--- src/rtl/ulpi_seq_pkg.sv ---
// Shared types, ULPI register addresses and the power-up register table for ulpi_reg_sequencer.
// Optional macro ULPI_SEQ_VERIFY_EN adds the write-readback state encoding.
package ulpi_seq_pkg;

    localparam logic [7:0] ULPI_REG_VID_LOW   = 8'h00;
    localparam logic [7:0] ULPI_REG_FUNC_CTRL = 8'h04;
    localparam logic [7:0] ULPI_REG_IF_CTRL   = 8'h07;
    localparam logic [7:0] ULPI_REG_OTG_CTRL  = 8'h0A;

    typedef struct packed {
        logic       we;
        logic [7:0] addr;
        logic [7:0] data;
    } seq_entry_t;

    typedef enum logic [2:0] {
        ST_IDLE      = 3'd0,
        ST_SEQ_ISSUE = 3'd1,
        ST_SEQ_WAIT  = 3'd2,
        ST_SEQ_NEXT  = 3'd3,
        ST_EXT_ISSUE = 3'd4,
        ST_EXT_WAIT  = 3'd5,
`ifdef ULPI_SEQ_VERIFY_EN
        ST_END       = 3'd6,
        ST_SEQ_VERIFY = 3'd7
`else
        ST_END       = 3'd6
`endif
    } seq_state_e;

    // Read entries carry the expected value in the data field.
    function automatic seq_entry_t table_entry(input logic [1:0] idx);
        seq_entry_t e;
        case (idx)
            2'd0:    e = '{we: 1'b1, addr: ULPI_REG_FUNC_CTRL, data: 8'h45};
            2'd1:    e = '{we: 1'b1, addr: ULPI_REG_OTG_CTRL,  data: 8'h00};
            2'd2:    e = '{we: 1'b1, addr: ULPI_REG_IF_CTRL,   data: 8'h00};
            default: e = '{we: 1'b0, addr: ULPI_REG_VID_LOW,   data: 8'h24};
        endcase
        return e;
    endfunction

endpackage

--- src/rtl/ulpi_reg_sequencer_timer.sv ---
// Loadable down-counter used as the register-port ack timeout.
// expired_o flags the enabled cycle in which the count reaches zero.
module ulpi_seq_timer #(
    parameter int unsigned TIMEOUT_CYC = 255,
    localparam int unsigned W = $clog2(TIMEOUT_CYC + 1)
) (
    input  logic clk_i,
    input  logic rst_i,
    input  logic load_i,
    input  logic en_i,
    output logic expired_o
);

    logic [W-1:0] cnt_q;

    // Countdown register: load takes priority over decrement, saturates at zero.
    always_ff @(posedge clk_i) begin
        if (rst_i) begin
            cnt_q <= '0;
        end else if (load_i) begin
            cnt_q <= W'(TIMEOUT_CYC);
        end else if (en_i && (cnt_q != '0)) begin
            cnt_q <= cnt_q - W'(1);
        end
    end

    assign expired_o = en_i && (cnt_q <= W'(1));

endmodule

--- src/rtl/ulpi_reg_sequencer.sv ---
// ULPI register-port sequencer: runs the PHY init table after start_i and arbitrates one
// external requester. Define ULPI_SEQ_VERIFY_EN to read back every table write.
module ulpi_reg_sequencer
    import ulpi_seq_pkg::*;
#(
    parameter int unsigned NUM_ENTRIES = 4,
    parameter int unsigned TIMEOUT_CYC = 255,
    parameter int unsigned MAX_RETRY   = 2
) (
    input  logic       clk_i,
    input  logic       rst_i,
    input  logic       start_i,
    output logic       busy_o,
    output logic       done_o,
    output logic       err_o,
    output logic [1:0] err_idx_o,
    input  logic       ext_req_i,
    input  logic       ext_we_i,
    input  logic [7:0] ext_addr_i,
    input  logic [7:0] ext_data_i,
    output logic [7:0] ext_data_o,
    output logic       ext_ack_o,
    output logic       ext_err_o,
    output logic [7:0] reg_addr_o,
    output logic       reg_stb_o,
    output logic       reg_we_o,
    output logic [7:0] reg_data_o,
    input  logic [7:0] reg_data_i,
    input  logic       reg_ack_i
);

    localparam int unsigned RW = $clog2(MAX_RETRY + 1);

    seq_state_e    state_q, state_d;
    logic [1:0]    idx_q, idx_d, err_idx_q, err_idx_d;
    logic [RW-1:0] retry_q, retry_d;
    logic          pending_q, pending_d, busy_q, busy_d, done_q, done_d, err_q, err_d;
    logic          ext_ack_q, ext_ack_d, ext_err_q, ext_err_d;
    logic [7:0]    ext_data_q, ext_data_d;
    logic          reg_stb_q, reg_stb_d, reg_we_q, reg_we_d;
    logic [7:0]    reg_addr_q, reg_addr_d, reg_data_q, reg_data_d;
    logic          timer_load_s, timer_en_s, timer_expired_s, seq_fail_s;
    seq_entry_t    cur_entry_s, issue_entry_s;
`ifdef ULPI_SEQ_VERIFY_EN
    logic          vphase_q, vphase_d;
`endif

    assign cur_entry_s   = table_entry(idx_q);
    assign issue_entry_s = table_entry(idx_d);

    ulpi_seq_timer #(.TIMEOUT_CYC(TIMEOUT_CYC)) u_timer (
        .clk_i     (clk_i),
        .rst_i     (rst_i),
        .load_i    (timer_load_s),
        .en_i      (timer_en_s),
        .expired_o (timer_expired_s)
    );

    // Next-state and status logic.
    always_comb begin
        state_d      = state_q;
        idx_d        = idx_q;
        retry_d      = retry_q;
        pending_d    = pending_q;
        busy_d       = busy_q;
        done_d       = done_q;
        err_d        = err_q;
        err_idx_d    = err_idx_q;
        ext_ack_d    = 1'b0;
        ext_err_d    = 1'b0;
        ext_data_d   = ext_data_q;
        timer_load_s = 1'b0;
        timer_en_s   = 1'b0;
        seq_fail_s   = 1'b0;
`ifdef ULPI_SEQ_VERIFY_EN
        vphase_d     = vphase_q;
`endif
        case (state_q)
            ST_IDLE: begin
                if (start_i || pending_q) begin
                    state_d   = ST_SEQ_ISSUE;
                    idx_d     = 2'd0;
                    retry_d   = '0;
                    pending_d = 1'b0;
                    busy_d    = 1'b1;
                    done_d    = 1'b0;
                    err_d     = 1'b0;
                    err_idx_d = 2'd0;
                end else if (ext_req_i && !ext_ack_q) begin
                    // The requester still holds ext_req_i during its ack cycle.
                    state_d = ST_EXT_ISSUE;
                end else begin
                    state_d = ST_IDLE;
                end
            end
            ST_SEQ_ISSUE: begin
                timer_load_s = 1'b1;
`ifdef ULPI_SEQ_VERIFY_EN
                vphase_d     = 1'b0;
`endif
                state_d      = ST_SEQ_WAIT;
            end
`ifdef ULPI_SEQ_VERIFY_EN
            ST_SEQ_VERIFY: begin
                timer_load_s = 1'b1;
                vphase_d     = 1'b1;
                state_d      = ST_SEQ_WAIT;
            end
`endif
            ST_SEQ_WAIT: begin
                timer_en_s = 1'b1;
                if (reg_ack_i) begin
`ifdef ULPI_SEQ_VERIFY_EN
                    if (cur_entry_s.we && !vphase_q) begin
                        retry_d = '0;
                        state_d = ST_SEQ_VERIFY;
                    end else if (reg_data_i == cur_entry_s.data) begin
                        state_d = ST_SEQ_NEXT;
                    end else begin
                        seq_fail_s = 1'b1;
                    end
`else
                    if (cur_entry_s.we || (reg_data_i == cur_entry_s.data)) begin
                        state_d = ST_SEQ_NEXT;
                    end else begin
                        seq_fail_s = 1'b1;
                    end
`endif
                end else if (timer_expired_s) begin
                    if (retry_q < RW'(MAX_RETRY)) begin
                        retry_d = retry_q + RW'(1);
`ifdef ULPI_SEQ_VERIFY_EN
                        state_d = vphase_q ? ST_SEQ_VERIFY : ST_SEQ_ISSUE;
`else
                        state_d = ST_SEQ_ISSUE;
`endif
                    end else begin
                        seq_fail_s = 1'b1;
                    end
                end else begin
                    state_d = ST_SEQ_WAIT;
                end
            end
            ST_SEQ_NEXT: begin
                retry_d = '0;
                if (idx_q == 2'(NUM_ENTRIES - 1)) begin
                    state_d = ST_END;
                end else begin
                    idx_d   = idx_q + 2'd1;
                    state_d = ST_SEQ_ISSUE;
                end
            end
            ST_END: begin
                done_d  = 1'b1;
                busy_d  = 1'b0;
                state_d = ST_IDLE;
            end
            ST_EXT_ISSUE: begin
                timer_load_s = 1'b1;
                pending_d    = pending_q | start_i;
                busy_d       = busy_q | start_i;
                state_d      = ST_EXT_WAIT;
            end
            ST_EXT_WAIT: begin
                timer_en_s = 1'b1;
                pending_d  = pending_q | start_i;
                busy_d     = busy_q | start_i;
                if (reg_ack_i) begin
                    ext_ack_d  = 1'b1;
                    ext_data_d = reg_we_q ? ext_data_q : reg_data_i;
                    state_d    = ST_IDLE;
                end else if (timer_expired_s) begin
                    ext_ack_d = 1'b1;
                    ext_err_d = 1'b1;
                    state_d   = ST_IDLE;
                end else begin
                    state_d = ST_EXT_WAIT;
                end
            end
            default: begin
                state_d = ST_IDLE;
            end
        endcase
        state_d   = seq_fail_s ? ST_IDLE : state_d;
        err_d     = seq_fail_s ? 1'b1    : err_d;
        err_idx_d = seq_fail_s ? idx_q   : err_idx_d;
        busy_d    = seq_fail_s ? 1'b0    : busy_d;
        retry_d   = seq_fail_s ? '0      : retry_d;
    end

    // Bus request fields, registered together with the one-cycle strobe.
    always_comb begin
        reg_stb_d  = 1'b0;
        reg_addr_d = reg_addr_q;
        reg_we_d   = reg_we_q;
        reg_data_d = reg_data_q;
        case (state_d)
            ST_SEQ_ISSUE: begin
                reg_stb_d  = 1'b1;
                reg_addr_d = issue_entry_s.addr;
                reg_we_d   = issue_entry_s.we;
                reg_data_d = issue_entry_s.data;
            end
`ifdef ULPI_SEQ_VERIFY_EN
            ST_SEQ_VERIFY: begin
                reg_stb_d  = 1'b1;
                reg_addr_d = issue_entry_s.addr;
                reg_we_d   = 1'b0;
            end
`endif
            ST_EXT_ISSUE: begin
                reg_stb_d  = 1'b1;
                reg_addr_d = ext_addr_i;
                reg_we_d   = ext_we_i;
                reg_data_d = ext_data_i;
            end
            default: begin
                reg_stb_d = 1'b0;
            end
        endcase
    end

    // State and output registers.
    always_ff @(posedge clk_i) begin
        if (rst_i) begin
            state_q    <= ST_IDLE;
            idx_q      <= 2'd0;
            retry_q    <= '0;
            pending_q  <= 1'b0;
            busy_q     <= 1'b0;
            done_q     <= 1'b0;
            err_q      <= 1'b0;
            err_idx_q  <= 2'd0;
            ext_ack_q  <= 1'b0;
            ext_err_q  <= 1'b0;
            ext_data_q <= 8'h00;
            reg_stb_q  <= 1'b0;
            reg_addr_q <= 8'h00;
            reg_we_q   <= 1'b0;
            reg_data_q <= 8'h00;
`ifdef ULPI_SEQ_VERIFY_EN
            vphase_q   <= 1'b0;
`endif
        end else begin
            state_q    <= state_d;
            idx_q      <= idx_d;
            retry_q    <= retry_d;
            pending_q  <= pending_d;
            busy_q     <= busy_d;
            done_q     <= done_d;
            err_q      <= err_d;
            err_idx_q  <= err_idx_d;
            ext_ack_q  <= ext_ack_d;
            ext_err_q  <= ext_err_d;
            ext_data_q <= ext_data_d;
            reg_stb_q  <= reg_stb_d;
            reg_addr_q <= reg_addr_d;
            reg_we_q   <= reg_we_d;
            reg_data_q <= reg_data_d;
`ifdef ULPI_SEQ_VERIFY_EN
            vphase_q   <= vphase_d;
`endif
        end
    end

    assign busy_o     = busy_q;
    assign done_o     = done_q;
    assign err_o      = err_q;
    assign err_idx_o  = err_idx_q;
    assign ext_ack_o  = ext_ack_q;
    assign ext_err_o  = ext_err_q;
    assign ext_data_o = ext_data_q;
    assign reg_stb_o  = reg_stb_q;
    assign reg_addr_o = reg_addr_q;
    assign reg_we_o   = reg_we_q;
    assign reg_data_o = reg_data_q;

endmodule

--- config.mk ---
export PLATFORM = sky130hd
export DESIGN_NAME = ulpi_reg_sequencer
export DESIGN_NICKNAME = d
export VERILOG_FILES = /design/src/rtl/ulpi_seq_pkg.sv /design/src/rtl/ulpi_reg_sequencer_timer.sv /design/src/rtl/ulpi_reg_sequencer.sv
export SDC_FILE = /design/constraint.sdc
export NUM_CORES = 1
export LEC_CHECK = 0
export ABC_CLOCK_PERIOD_IN_PS = 2000
export CAP_MARGIN = 20
export CORE_MARGIN = 2
export CORE_UTILIZATION = 40
export DETAILED_ROUTE_END_ITERATION = 12
export HOLD_SLACK_MARGIN = 0.03
export PLACE_DENSITY = 0.71
export SYNTH_ARGS = -nofsm -noshare
export SYNTH_HDL_FRONTEND = slang
export SYNTH_SLANG_ARGS = --single-unit
--- constraint.sdc ---
create_clock -name clk_i -period 2 [get_ports clk_i]
set_input_delay 0.2 -clock clk_i [delete_from_list [all_inputs] [get_ports clk_i]]
set_output_delay 0.2 -clock clk_i [all_outputs]
set_load 0.1 [all_outputs]
==> impl_results.md, run 1 <==
- Unrepaired setup endpoints after global routing: true
- Total gr overflow: 0
- Top cells by count, synth: 49 x dfxtp_1, 28 x a21oi_1, 25 x nor2_1
- Max stage delay on crit path: 0.34 ns
- Cell Area, Synth: 2446 um^2
- Design Area, Final: 3631 um^2
- R2R Path End: state_q[0]$_SDFF_PP0_
- Most common cell in the synthesized netlist: dfxtp_1
- Hold path endpoint: reg_data_o[4]$_SDFFE_PP0P_
- VDD IR max: 1202 uV
- Worst setup margin: -0.004792 ns
- Worst hold path cell count: 3
- Drt total wl: 6936 um
- CTS sink cnt: 49
- Die X-Extent: 82.20 um
- Max-slew violation count: 0
- Final setup violation count: 1
- # DRC: 0
- Slowest CP cell: dfxtp_2
- Dominant synthesized flop cell: dfxtp_1
- Chip Height: 82.20 um
- Global Route Usage Sum: 19.87%
- Hold-fix buffers, CTS: 0
- Clock latency on the worst-skew pair: 0.30 ns
- Switching power: 2.366 mW
- I/O pins: 63
- CP Max Fanout: 3
- CP Cell Sequence: inv_1 -> ha_4 -> xor2_2 -> o2111ai_2 -> buf_4 -> a31oi_4 -> nor3_2 -> buf_4 -> a211o_1 -> a21oi_2
- Antenna-violating nets left: 0
- Setup slack on the worst flop-to-flop path: -0.005 ns
- Worst Setup End Kind: register
- Total power: 4.850 mW
- Leakage: 1.443 nW
- Vias in the first global route: 2362
- Final hold violation count: 0
- Worst-path clk slew: 0.09 ns
- Syn avg cell area: 8.464 um^2
- Met3 WL post-DR: 331 um
- Netlist cell types: 49
- # nets final: 426
- H-tree depth: 2
- CP startpoint kind: register
- WL per Instance: 14.98 um
- Cell mode on critical path: buf_4
- CP Class: reg2reg
- Port Buffers: 62
- Period minus WS final: 2.005 ns
- Dpl cell area: 3336 um^2
- Layout area overhead: 48.44%
- Status: finished with violations
- Slew HR: 62.52%
- Placeable Area: 5921 um^2
- Worst reg-to-reg path cell count: 10
- Vias: 2479
- Syn Nets: 328
- Largest net degree at the start of global routing: 26
- Max clock buf depth: 2
- Row count: 28
- Leading area contributor after synthesis: dfxtp_1
- WL met1: 3035 um
- First-pass GRT wire length: 10560 um
- Worst-Margin Slew: 0.5616 ns
- Initial DRT Pass Iterations: 4
- Share of cells above drive strength 1: 33.25%
- PD cells: 1336 nW/um^2
- Diodes inserted: 0
- Post-synthesis sequential area ratio: 40.10%
- #FFs+latches synth: 49
- Setup Skew: 0.01088 ns
- Ys async rst share: 0%
- Worst Path Arrival: 2.25 ns
- Synth Warn #: 0
- Cells after synthesis: 289
- Power share of the sequential group: 28.6%
- Initial drt markers: 179
- DR top layer: met4
- Fmax: 0.4988 GHz
- CTS root buf: clkbuf_8
- Failing checks: negative setup slack
- Area contributors post-synth: dfxtp_1 40%, a21oi_1 5.7%, ha_1 4.6%, nor2_1 3.8%, nand2_1 3.5%
- Total CTS buffers: 5
- FF-to-FF Start: idx_q[0]$_SDFF_PP0_
- WL met2: 3450 um
- Sw Share: 48.77%
- Clock Power Share: 11.7%
- Dpl hpwl: 4772 um
- Worst Hold Class: in2reg
- Ratio of final minimum period to clock period: 100.2%
- Int Pwr: 2.484 mW
- Max-Cap Viols: 0
- Die footprint: 6757 um^2
- Worst min-delay path startpoint: ext_data_i[4]
- RePlAce Congestion: 0.8783
- Comb power frac: 59.6%
- Vias/cell: 5.354
- Post-synth top area share: 40.10%
- Worst EP required: 2.24 ns
- CTS tree: built
- Initial antenna violation count: 0
- Number of synthesized flops with an enable pin: 0
- Starting Density: 41.31%
registers in the layout (all words and copies together) (netlist names):
register,cells
ext_err_o,1
ext_data_o,8
idx_q,2
reg_data_o,8
pending_q,1
reg_we_o,1
state_q,3
ext_ack_o,1
busy_o,1
reg_stb_o,1
u_timer.cnt_q,8
err_o,1
err_idx_o,2
done_o,1
reg_addr_o,8
retry_q,2
worst max-delay path: cells and delay by family, from the launching register on:
family	cells	cell delay (ns)
AO/OA/AOI/OAI	4	0.74
buffers and inverters	3	0.40
AND/OR/NAND/NOR	1	0.07
XOR/XNOR	1	0.14
flip-flops	1	0.34
adder cells (fa/ha/maj)	1	0.27
per-stage QoR:
| stage | hold slack, ns | worst slack, ns | std cells | utilization, % | TNS [ns] |
|---|---|---|---|---|---|
| CTS | 0.4444 | -0.02818 | 460 | 58.09 | -0.1555 |
| detailed placement | 0.4783 | -0.3496 | 452 | 56.34 | -4.171 |
| floorplan | 0.3360 | 0.02945 | 289 | - | 0 |
| global route | 0.4495 | -0.08919 | 463 | 61.33 | -0.7856 |
| global placement | 0.4597 | -0.2954 | 452 | 56.34 | -3.157 |
| finish | 0.4412 | -0.004792 | 463 | 61.33 | -0.004792 |
worst max-delay path by stage:
stage / from / endpoint / slack, ns / depth (start not counted)
finish: idx_q[0]$_SDFF_PP0_ / state_q[0]$_SDFF_PP0_ / -0.005 / 10
global route: idx_q[0]$_SDFF_PP0_ / state_q[0]$_SDFF_PP0_ / -0.09 / 10
CTS: u_timer.cnt_q[0]$_SDFFE_PP0P_ / reg_data_o[6]$_SDFFE_PP0P_ / -0.03 / 8
detailed placement: start_i / reg_data_o[2]$_SDFFE_PP0P_ / -0.35 / 8
global placement: start_i / reg_data_o[2]$_SDFFE_PP0P_ / -0.30 / 8
floorplan: state_q[0]$_SDFF_PP0_ / reg_data_o[2]$_SDFFE_PP0P_ / 0.03 / 8
kinds of logic after synthesis:
group / synth area share [%]
simple gates: 22.87
compound gates: 21.23
fa+ha+maj: 4.604
flops: 40.10
buf+inv: 5.064
xor+xnor: 2.865
mux: 3.274
per-layer routing:
metal  GRT usage, %  up-vias
met1          25.87     1164
met5              0        -
li1               -     1234
met2          32.58       69
met4          6.333        0
met3          4.457       12
repair_timing:
item,in CTS,in global routing
endpoints found under the setup margin,24,30
setup buffers,0,2
gates cloned,0,1
pin swaps,1,14
resized for setup,6,40
power by group through the flow:
| stage | registers (mW) | logic (mW) | clock network, mW |
|---|---|---|---|
| final | 1.39 | 2.89 | 0.569 |
| after global routing | 1.41 | 3.10 | 0.623 |
| after CTS | 1.37 | 2.56 | 0.579 |
| after detailed placement | 1.39 | 2.54 | 0 |
| after global placement | 1.39 | 2.51 | 0 |
| after floorplan | 2.07 | 1.09 | 0 |
layout make-up:
type	count	area (um^2)
Timing Repair Buffer	108	908.4
Tap cell	75	93.84
Inverter	14	52.55
Multi-Input combinational cell	209	1501
Fill cell	509	2290
Clock buffer	7	76.32
Clock inverter	1	7.507
Sequential cell	49	991.0
cell usage in the layout, fill, tap and decap left out, drive strengths merged, types with 5 or more instances in the layout:
cell type and n:
buf 78, nand2 24, mux2i 8, xor2 5, and3 7, clkbuf 8, inv 14, a21oi 29
nand3 17, ha 9, dfxtp 49, o2111ai 5, nor2 25, a31oi 5, clkdlybuf4s50 29, nor3 9
o211ai 10, o21ai 10
Power figures use the tool's default switching activity.
==> inputs of run 2 (changes only) <==
==> constraint.sdc (replaced) <==
create_clock -name clk_i -period 2 [get_ports clk_i]
set_input_delay 0.2 -clock clk_i [delete_from_list [all_inputs] [get_ports clk_i]]
set_output_delay 0.2 -clock clk_i [all_outputs]
set_load 0.01 [all_outputs]
==> impl_results.md, run 2 (synthesis gave the netlist of run 1 again) <==
- Status: completed
- Slew HR: 64.59% (+2.1 points)
- Antenna-violating nets left: 0 (unchanged)
- I/O pins: 63 (unchanged)
- Leakage: 1.373 nW (-4.8%)
- Worst-path clk slew: 0.09 ns (about the same)
- First-pass GRT wire length: 10530 um (-0.27%)
- Placeable Area: 5921 um^2 (unchanged)
- Dpl cell area: 3400 um^2 (+1.9%)
- Hold-fix buffers, CTS: 0 (unchanged)
- CTS sink cnt: 49 (unchanged)
- Layout area overhead: 53.09%
- Global Route Usage Sum: 19.95% (+0.082 points)
- Design Area, Final: 3745 um^2 (+3.1%)
- CP Cell Sequence: clkdlybuf4s50_1 -> nor2_1 -> or3_4 -> a21oi_4 -> a221oi_4 -> ha_1 -> or3_1 -> a31oi_1
- Largest net degree at the start of global routing: 44 (+69%)
- Worst reg-to-reg path cell count: 8 (-2)
- R2R Path End: reg_addr_o[2]$_SDFFE_PP0P_
- Hold path endpoint: reg_addr_o[6]$_SDFFE_PP0P_
- Fmax: 0.5151 GHz (+3.3%)
- # DRC: 0 (unchanged)
- CTS root buf: clkbuf_8
- Total CTS buffers: 5 (unchanged)
- RePlAce Congestion: 0.8297 (-5.5%)
- # nets final: 421 (-1.2%)
- Most frequent cells in the layout: 62 x clkdlybuf4s50_1, 42 x dfxtp_1, 35 x buf_4
- Initial drt markers: 80 (-55%)
- Drt total wl: 6644 um (-4.2%)
- CTS tree: built
- Die footprint: 6757 um^2 (unchanged)
- Clock latency on the worst-skew pair: 0.30 ns (about the same)
- Total Neg Setup Slack: 0 ns (+0.004792 ns)
- CP startpoint kind: primary input
- CP Max Fanout: 3 (unchanged)
- Period minus WS final: 1.942 ns (-0.06328 ns)
- Max-slew violation count: 0 (unchanged)
- Max stage delay on crit path: 0.48 ns (+0.14 ns)
- Slowest CP cell: clkdlybuf4s50_1
- Worst Hold Class: in2reg
- Initial DRT Pass Iterations: 4 (unchanged)
- Starting Density: 41.31% (unchanged)
- Worst min-delay path startpoint: ext_addr_i[6]
- Commonest non-fill, non-tap cell in the layout: clkdlybuf4s50_1
- Initial antenna violation count: 0 (unchanged)
- Worst EP required: 2.23 ns (about the same)
- Ratio of final minimum period to clock period: 97.08% (-3.2 points)
- VDD IR max: 482.8 uV (-60%)
- Final hold violation count: 0 (unchanged)
- Worst Path Arrival: 2.18 ns (-0.07 ns)
- Diodes inserted: 0 (unchanged)
- Setup slack on the worst flop-to-flop path: 0.07 ns (+0.07 ns)
- Share of cells above drive strength 1: 22.72% (-11 points)
- Dpl hpwl: 4572 um (-4.2%)
- Setup Skew: 0.008197 ns (-0.002684 ns)
- Worst-Margin Slew: 0.5306 ns (-0.03107 ns)
- Vias in the first global route: 2322 (-1.7%)
- Final setup violation count: 0 (-1)
- CP Class: in2reg
- Max-Cap Viols: 0 (unchanged)
- Unrepaired setup endpoints after global routing: true
- Vias: 2451 (-1.1%)
- FF-to-FF Start: state_q[2]$_SDFF_PP0_
- Worst hold path cell count: 3 (unchanged)
- Row count: 28 (unchanged)
- H-tree depth: 2 (unchanged)
- Worst Setup End Kind: register
- Die X-Extent: 82.20 um (unchanged)
- PD cells: 1151 nW/um^2 (-14%)
- Total gr overflow: 0 (unchanged)
- Vias/cell: 5.352 (about the same)
- Max clock buf depth: 2 (unchanged)
- Chip Height: 82.20 um (unchanged)
- WL per Instance: 14.51 um (-3.2%)
- Port Buffers: 62 (unchanged)
-- run 2: worst max path at each step --
stage | slack, ns | to | startpoint | depth (start not counted)
2_1_floorplan | 0.01 | err_idx_o[0]$_SDFFE_PP0P_ | idx_q[0]$_SDFF_PP0_ | 8
3_3_place_gp | -0.28 | reg_data_o[2]$_SDFFE_PP0P_ | start_i | 8
3_5_place_dp | -0.33 | reg_data_o[2]$_SDFFE_PP0P_ | start_i | 8
4_1_cts | -0.01 | reg_data_o[5]$_SDFFE_PP0P_ | u_timer.cnt_q[0]$_SDFFE_PP0P_ | 8
5_1_grt | -0.07 | reg_addr_o[2]$_SDFFE_PP0P_ | reg_data_i[5] | 8
6_report | 0.06 | reg_data_o[2]$_SDFFE_PP0P_ | start_i | 8
-- run 2: metal layers --
| layer | global-route usage (%) | wire [um] | vias to the layer above | share of wire (%) |
|---|---|---|---|---|
| met5 | 0 | 0 | - | 0 |
| met4 | 6.000 | 106 | 0 | 1.6 |
| met3 | 3.696 | 352 | 9 | 5.3 |
| li1 | - | - | 1221 | - |
| met1 | 26.33 | 3018 | 1147 | 45 |
| met2 | 33.06 | 3166 | 74 | 48 |
-- run 2: critical path, delay by kind of cell --
family	cells	cell delay (ns)
fa+ha+maj	1	0.32
compound gates	3	0.36
buf+inv	1	0.48
simple gates	3	0.82
-- run 2: final cells by class --
cell class | count | area, um^2
clock inverters | 2 | 38.79
multi-input cells | 209 | 1526
repair buffers | 103 | 968.4
flip-flops and latches | 49 | 992.2
inverters | 14 | 52.55
well taps | 75 | 93.84
clock buffers | 6 | 72.57
fillers | 506 | 2176
-- run 2: timing repair --
| action | 4_1_cts | 5_1_grt |
|---|---|---|
| cloned | 0 | 1 |
| setup endpoints to repair | 20 | 27 |
| resized for setup | 8 | 43 |
| pin swaps | 0 | 12 |
| setup buffers | 0 | 2 |
-- run 2: through the flow --
stage	total power [mW]	setup WS, ns	cells	hold WS, ns	util [%]
floorplan	2.476	0.01149	289	0.3360	-
global placement	3.283	-0.2835	447	0.4609	57.42
detailed placement	3.308	-0.3348	447	0.4775	57.42
CTS	4.083	-0.01325	455	0.4233	59.93
global route	4.591	-0.07156	458	0.4393	63.25
finish	4.309	0.05849	458	0.4350	63.25
-- run 2: where the power goes --
group | internal, mW | switching [mW]
Sequential | 1.19 | 0.205
Clock | 0.376 | 0.333
Combinational | 1.06 | 1.14
Total | 2.63 | 1.68
